===== src/rtl/pic_reader.sv =====
// Streams one 32x32 frame from a 1-cycle-latency image ROM into a 4-entry
// registered FIFO, presented to the consumer with a valid/ready handshake.
`ifndef WD
`define WD 8
`endif

module pic_reader #(
  parameter int WD    = `WD,
  parameter int DEPTH = 4
) (
  input  logic          clk,
  input  logic          rst_n,
  input  logic          start,
  output logic [9:0]    aa,
  output logic          cena,
  input  logic [WD-1:0] qa,
  output logic [WD-1:0] pix_data,
  output logic [4:0]    pix_row,
  output logic [4:0]    pix_col,
  output logic          pix_last,
  output logic          pix_valid,
  input  logic          pix_ready,
  output logic          busy,
  output logic          done
);

  localparam int PW = $clog2(DEPTH);
  localparam int CW = PW + 1;

  typedef enum logic [1:0] {IDLE, READ, DRAIN, DONE} state_e;

  typedef struct packed {
    logic          last;
    logic [4:0]    row;
    logic [4:0]    col;
    logic [WD-1:0] data;
  } ent_t;

  state_e                 state_q, state_d;
  logic [9:0]             addr_q, addr_d;
  logic                   inflt_q, inflt_d;
  logic [9:0]             iaddr_q, iaddr_d;
  logic [PW-1:0]          wp_q, wp_d, rp_q, rp_d;
  logic [CW-1:0]          cnt_q, cnt_d;
  ent_t [DEPTH-1:0]       mem_q, mem_d;

  logic [CW:0] occ;
  logic        credit_ok, issue, push, pop;
  ent_t        head;

  // Credits cover both stored entries and the read still in the ROM pipe,
  // so a returning word always has a free slot.
  assign occ       = {1'b0, cnt_q} + {{CW{1'b0}}, inflt_q};
  assign credit_ok = occ < (CW+1)'(DEPTH);
  assign issue     = ~cena;
  assign push      = inflt_q;
  assign pop       = pix_valid & pix_ready;
  assign head      = mem_q[rp_q];

  // State register
  always_ff @(posedge clk or negedge rst_n) begin
    if (!rst_n) state_q <= IDLE;
    else        state_q <= state_d;
  end

  // Next-state logic
  always_comb begin
    state_d = state_q;
    case (state_q)
      IDLE:    if (start) state_d = READ;
      READ:    if (issue && addr_q == 10'h3FF) state_d = DRAIN;
      DRAIN:   if (pop && head.last) state_d = DONE;
      DONE:    state_d = IDLE;
      default: state_d = IDLE;
    endcase
  end

  // FSM outputs
  always_comb begin
    cena = 1'b1;
    busy = 1'b0;
    done = 1'b0;
    case (state_q)
      READ:  begin busy = 1'b1; cena = ~credit_ok; end
      DRAIN: busy = 1'b1;
      DONE:  done = 1'b1;
      default: ;
    endcase
  end

  // Address counter, in-flight tracking and FIFO
  always_comb begin
    addr_d  = addr_q;
    inflt_d = issue;
    iaddr_d = iaddr_q;
    mem_d   = mem_q;
    if (state_q == IDLE && start) addr_d = '0;
    else if (issue)               addr_d = addr_q + 10'd1;
    if (issue) iaddr_d = addr_q;
    if (push) mem_d[wp_q] = '{last: (iaddr_q == 10'h3FF), row: iaddr_q[9:5],
                              col: iaddr_q[4:0], data: qa};
    wp_d  = wp_q + PW'(push);
    rp_d  = rp_q + PW'(pop);
    cnt_d = cnt_q + CW'(push) - CW'(pop);
  end

  always_ff @(posedge clk or negedge rst_n) begin
    if (!rst_n) begin
      addr_q  <= '0;
      inflt_q <= 1'b0;
      iaddr_q <= '0;
      wp_q    <= '0;
      rp_q    <= '0;
      cnt_q   <= '0;
      mem_q   <= '0;
    end else begin
      addr_q  <= addr_d;
      inflt_q <= inflt_d;
      iaddr_q <= iaddr_d;
      wp_q    <= wp_d;
      rp_q    <= rp_d;
      cnt_q   <= cnt_d;
      mem_q   <= mem_d;
    end
  end

  assign aa        = addr_q;
  assign pix_valid = (cnt_q != '0);
  // Head fields are masked when empty so reset shows zeros immediately.
  assign pix_data  = pix_valid ? head.data : '0;
  assign pix_row   = pix_valid ? head.row  : '0;
  assign pix_col   = pix_valid ? head.col  : '0;
  assign pix_last  = pix_valid & head.last;

endmodule


===== config.mk =====
export PLATFORM = sky130hd
export DESIGN_NAME = pic_reader
export DESIGN_NICKNAME = d
export VERILOG_FILES = /design/src/rtl/pic_reader.sv
export SDC_FILE = /design/constraint.sdc
export NUM_CORES = 1
export LEC_CHECK = 0
export BUFFER_PORTS_ARGS = -buffer_cell sky130_fd_sc_hd__buf_4
export CORE_ASPECT_RATIO = 0.75
export CORE_UTILIZATION = 55
export DETAILED_ROUTE_END_ITERATION = 10
export GPL_TIMING_DRIVEN = 0
export PLACE_DENSITY = 0.86
export RECOVER_POWER = 25
export SYNTH_ARGS = -nofsm -noshare
export SYNTH_HDL_FRONTEND = slang
export SYNTH_SLANG_ARGS = --single-unit

===== constraint.sdc =====
create_clock -name clk -period 6.1 [get_ports clk]
set_input_delay 1.22 -clock clk [delete_from_list [all_inputs] [get_ports clk]]
set_output_delay 1.22 -clock clk [all_outputs]
set_load 0.02 [all_outputs]

== After elaboration in Yosys (flattened, before gate mapping) ==
Index checks and enable logic that the tools add are counted.

* Logic and storage cells: 71
* Flip-flop bits (word level): 106
* Output and inout port bits: 33
* Input port bits: 12

* Magnitude comparators: 4
* Bitwise operators: 4
* Reduce and logical (&&, ||, !) cells: 8
* Multiplexer cells: 17
* Add/sub/neg operators: 6
* Equality and inequality tests: 9

{| class="wikitable"
|+ Operators with widths
! cell !! count
|-
| $bwmux W76 || 1
|-
| $bmux W19 S2 || 1
|-
| $demux W19 S2 || 1
|-
| $mux W19 || 2
|-
| $eq A10 B10 Y1 const B || 2
|-
| $mux W10 || 2
|-
| $add A10 B1 Y10 const B || 1
|-
| $mux W5 || 2
|-
| $mux W8 || 1
|-
| $pmux W2 S4 || 1
|-
| $lt A2 B3 Y1 const B || 2
|-
| $mux W2 || 3
|-
| $ne A2 B2 Y1 const B || 3
|-
| $add A2 B1 Y2 || 2
|-
| $add A3 B1 Y4 || 1
|-
| $eq A2 B2 Y1 const B || 2
|-
| $logic_and A1 B1 Y1 || 4
|-
| $lt A4 B3 Y1 const B || 1
|-
| $add A3 B1 Y3 || 1
|-
| $mux W1 || 3
|-
| $reduce_and A3 Y1 || 1
|-
| $reduce_bool A3 Y1 || 1
|-
| $sub A3 B1 Y3 || 1
|-
| $and A1 B1 Y1 || 2
|-
| 6 further kinds || 7
|}

== Logic depth before layout (Yosys ltp) ==
* Depth in word-level cells: 8
* Gate-level depth with buffers: 7
* Mapped depth without buffers: 7

== Worst setup path after synthesis ==
No wires, ideal clock.

* Path type: register -> output
* From: register cnt_q[1]
* To: output port cena
* Arrival: 1.472 ns
* Path buffers: 1
* Slack: 3.408 ns
* Cell stages (with the launch flop): 6
* Path through: dfrtp_1 -> ha_1 -> or3_4 -> o211ai_4 -> nand2_2 -> buf_2

* Longest elaborated chain between the ends: 4

{| class="wikitable"
|+ Ends and longest elaborated chain
! element !! RTL line !! RTL
|-
| start, declared || 44 || <nowiki>logic [CW-1:0] cnt_q, cnt_d;</nowiki>
|-
| start signal, assigned || 122 || <nowiki>cnt_q <= cnt_d;</nowiki>
|-
| $add A3 B1 Y4 || 53 || <nowiki>assign occ = {1'b0, cnt_q} + {{CW{1'b0}}, inflt_q};</nowiki>
|-
| $lt A4 B3 Y1 || 54 || <nowiki>assign credit_ok = occ < (CW+1)'(DEPTH);</nowiki>
|-
| $not A1 Y1 || 84 || <nowiki>READ: begin busy = 1'b1; cena = ~credit_ok; end</nowiki>
|-
| $mux W1 || 83 || <nowiki>case (state_q)</nowiki>
|-
| end, declared || 15 || <nowiki>output logic cena,</nowiki>
|}

Every way passes these cells.

== Final worst setup path ==
* From: register rp_q[1]
* To: output port pix_col[3]

* Longest elaborated chain between the ends: 3

{| class="wikitable"
|+ Ends and longest elaborated chain
! element !! RTL line !! RTL
|-
| start, declared || 43 || <nowiki>logic [PW-1:0] wp_q, wp_d, rp_q, rp_d;</nowiki>
|-
| start signal, assigned || 121 || <nowiki>rp_q <= rp_d;</nowiki>
|-
| $bmux W19 S2 || 58 || <nowiki>assign head = mem_q[rp_q];</nowiki>
|-
| $mux W19 (implied by the code) || 58 ||
|-
| $mux W5 || 132 || <nowiki>assign pix_col = pix_valid ? head.col : '0;</nowiki>
|-
| end, declared || 19 || <nowiki>output logic [4:0] pix_col,</nowiki>
|}

Every way passes these cells. The select of a mux whose other input is x is not followed.

==> results summary <==
The count of instances resized after the clock tree is built came out at 0. Setup repair after global routing left no endpoint under its margin. The final critical path time including I/O delays and setup is 3.71 ns. The gate count after technology mapping is 337. For this run, the number of Yosys warnings is 0. The number of buffers inserted to repair setup after CTS is 0. The setup slack of the worst register-to-register path came out at 3.88 ns. The routability congestion estimate is 0.774. The post-detailed-route count of antenna-violating nets came out at 0. The net total in the final layout is 414. The x dimension of the die came out at 110 µm. The wire length of the first global-routing pass came out at 15700 µm. For this design, the sink count on the clock tree is 106.

The area taken by flip-flops and latches came out at 2650 µm². The clock reaches the later pin of the worst-skew pair after 0.34 ns. Tracing the worst setup path back leads to its startpoint at rp_q[1]. The category of the worst setup path capture point is an output pin. In the final layout, the multi-input gates occupy 2060 µm². The most used flip-flop cell after synthesis is sky130_fd_sc_hd__dfrtp_1.

The worst register-to-register path begins at cnt_q[1]. Max-cap violations in this run came to 1. The final-report max-slew violation count is 107. In the routed layout, each cell is associated on average with a via count of 5.90. The startpoint identified for the worst hold timing path is mem_q[37]. The DRC violation count after routing came out at 0. After synthesis, the share of flip-flops with an asynchronous set or reset is 100%. Along the worst path, the maximum fanout reaches 10. The full die area is 9170 µm². Dividing total power by cell area gives a power density of 541 nW/µm². The clock-pin slew of the registers on the worst-case setup and hold paths is 0.07 ns. The number of cells traversed by the worst register-to-register path is 6.

The detailed router finished its first iteration with 152 violations. The length of the first detailed-routing pass in iterations came out at 4. The final-layout fill cell count came out at 632.

The number of hold violations in the final report came out at 0. The die outline height came out at 83.2 µm. The worst hold margin came out at 0.504 ns. Wires add up to 9520 µm.

The total number of placement rows is 29. The deepest level of the CTS H-tree is 3. The power after layout is 2.99 mW.

The average wire length per cell after detail routing is 18.9 µm. The via count of the first global-routing pass was 3079. The sequential element share of the synthesized area came out at 54.9%. The cell total after placement is 489. The fmax came out at 0.269 GHz.

The clock arrives with 0.00536 ns of skew. The number of antenna violations at the first check in global routing is 0. The type of the most critical hold path is flop to flop. Adding up every negative setup slack in the final design gives 0 ns.

In this run the static leakage power is 2.56 nW. The count of input and output buffers is 44. The starting density of the core is 56.9%. Synthesis produced a netlist with a net count of 359.

The layout cell share with drive strength beyond 1 came out at 40.9%. STA puts the critical path data required time at 4.88 ns. The repair_antennas step left the layout with diodes totalling 0.

After floorplanning, the core was sized to cover 8490 µm². For this design the top-level I/O count stands at 45. STA classifies the critical path startpoint as a flop. The count of non-filler cells in the finished layout came out at 504. The netlist area before placement came out at 4830 µm². The utilization after layout is 65.1%. The cell area after layout came out at 5530 µm². The critical path is of the flop to output pin type. Counting flops with a built-in enable in the synthesized netlist gives 0.

Detailed routing inserted a total of 2973 vias. The worst path arrival time is 2.49 ns. Once placement finished, the instance area stood at 5300 µm². The number of buffers created by CTS is 9. The mean instance size in the synthesized netlist came out at 14.3 µm². The half-perimeter wire length of the detailed placement result is 6400 µm. The post-cts hold buffer count came out at 0.

In the finished design, the share of the clock period the worst path needs comes to 60.9%. The worst path meets setup with 2.39 ns of slack. The register bit total from synthesis came out at 106.

The run finished, with violations left. TritonCTS built the clock tree. The count of endpoints failing setup in the final report came out at 0. Timing analysis after detailed placement gives a worst setup slack of 3.00 ns. The remaining global-route overflow is 0. The worst-case hold path end point is mem_q[37]. In this run the tightest slew margin relative to its limit is -69.6%. The measured slew at the worst slew-check pin is 2.54 ns.

The layout overhead on the synthesized area is 14.4%. The count of distinct cell types in the synthesized netlist came out at 31. The largest buffer count on any clock path came out at 2.

The cell sitting at the root of the clock tree is a sky130_fd_sc_hd__clkbuf_16. For this run, the total global-route usage over all layers was measured as 23.3%. The maximum ir drop on the vdd rail is 0.335 mV. The largest net degree at the start of global routing is 107. The final reports fail on max-capacitance violations, max-slew violations.

The endpoint of the worst-slack reg-to-reg timing path is state_q[1]. Along the worst hold path, the cell count comes to 2.
==> power breakdown <==
group,internal (mW),switching (mW)
clock,0.274,0.246
combinational,0.698,0.592
sequential,0.986,0.193
==> area by class of cell <==
| type | instances | area share, % |
|---|---|---|
| multi-input combinational | 205 | 37.3 |
| clock buffer | 12 | 4.28 |
| buffer | 17 | 1.24 |
| tap | 108 | 2.44 |
| clock inverter | 3 | 0.317 |
| sequential | 106 | 48.0 |
| timing repair buffer | 44 | 5.86 |
| inverter | 9 | 0.611 |
==> metal layers <==
metal / track usage (%) / wire (µm) / part of all wire (%) / vias to the layer above
met4: 4.31 / 76 / 0.80 / 0
met3: 6.75 / 347 / 3.6 / 10
met5: 0 / 0 / 0 / -
met2: 36.3 / 4680 / 49 / 59
li1: - / - / - / 1323
met1: 33.0 / 4420 / 46 / 1581
==> state kept, by name, indices dropped and copies added, names as in the netlist <==
signal and flops:
wp_q 2, aa 10, iaddr_q 10, mem_q 76
cnt_q 3, state_q 2, inflt_q 1, rp_q 2
==> worst max-delay path, stage by stage (launching register included) <==
cell and delay (ns):
sky130_fd_sc_hd__dfrtp_1 0.36, sky130_fd_sc_hd__clkbuf_1 0.49, sky130_fd_sc_hd__clkbuf_1 0.55, sky130_fd_sc_hd__mux4_2 0.40
sky130_fd_sc_hd__and2_1 0.18, sky130_fd_sc_hd__buf_4 0.15
==> Yosys cell counts (7+ instances only) <==
cell type / number / area (µm²)
sky130_fd_sc_hd__and2_1: 20 / 125
sky130_fd_sc_hd__clkbuf_1: 10 / 37.5
sky130_fd_sc_hd__dfrtp_1: 106 / 2650
sky130_fd_sc_hd__ha_1: 9 / 113
sky130_fd_sc_hd__inv_1: 9 / 33.8
sky130_fd_sc_hd__mux2_2: 81 / 912
sky130_fd_sc_hd__mux4_2: 19 / 428
sky130_fd_sc_hd__nand2_1: 8 / 30.0
sky130_fd_sc_hd__nand3_1: 8 / 40.0
sky130_fd_sc_hd__nand4_1: 7 / 43.8
sky130_fd_sc_hd__nor2_1: 8 / 30.0
sky130_fd_sc_hd__o21ai_0: 8 / 40.0
==> worst max path at each step <==
stage / slack (ns) / end
floorplan: 3.41 / cena
detailed placement: 3.00 / pix_col[3]
CTS: 2.64 / pix_col[3]
finish: 2.39 / pix_col[3]
global route: 2.27 / pix_col[3]
global placement: 2.98 / pix_col[3]
==> kinds of logic (layout without fill, tap and decap cells) <==
family,Yosys count,after routing,synth area share (%)
flops,106,106,54.9
simple gates,65,65,7.61
fa+ha+maj,10,10,2.74
xor+xnor,9,9,1.63
buf+inv,26,85,2.18
mux,104,104,28.7
compound gates,17,17,2.28
==> layout by cell type (no fill, tap or decap), drive strengths merged <==
master,n
nor2,8
nor3b,1
nand3,8
xor2,6
o21ai,8
mux4,19
mux2i,3
and4,1
clkinvlp,1
and2,20
clkinv,2
clkbuf,26
fa,1
nand2,9
ha,9
and3,2
a31oi,1
nand3b,2
xnor2,3
a21o,1
or3,7
o211ai,1
inv,9
buf,47
mux2,82
dfrtp,106
a221o,1
a21oi,5
nand4,7
No activity file was read; power rests on OpenSTA's default activity.
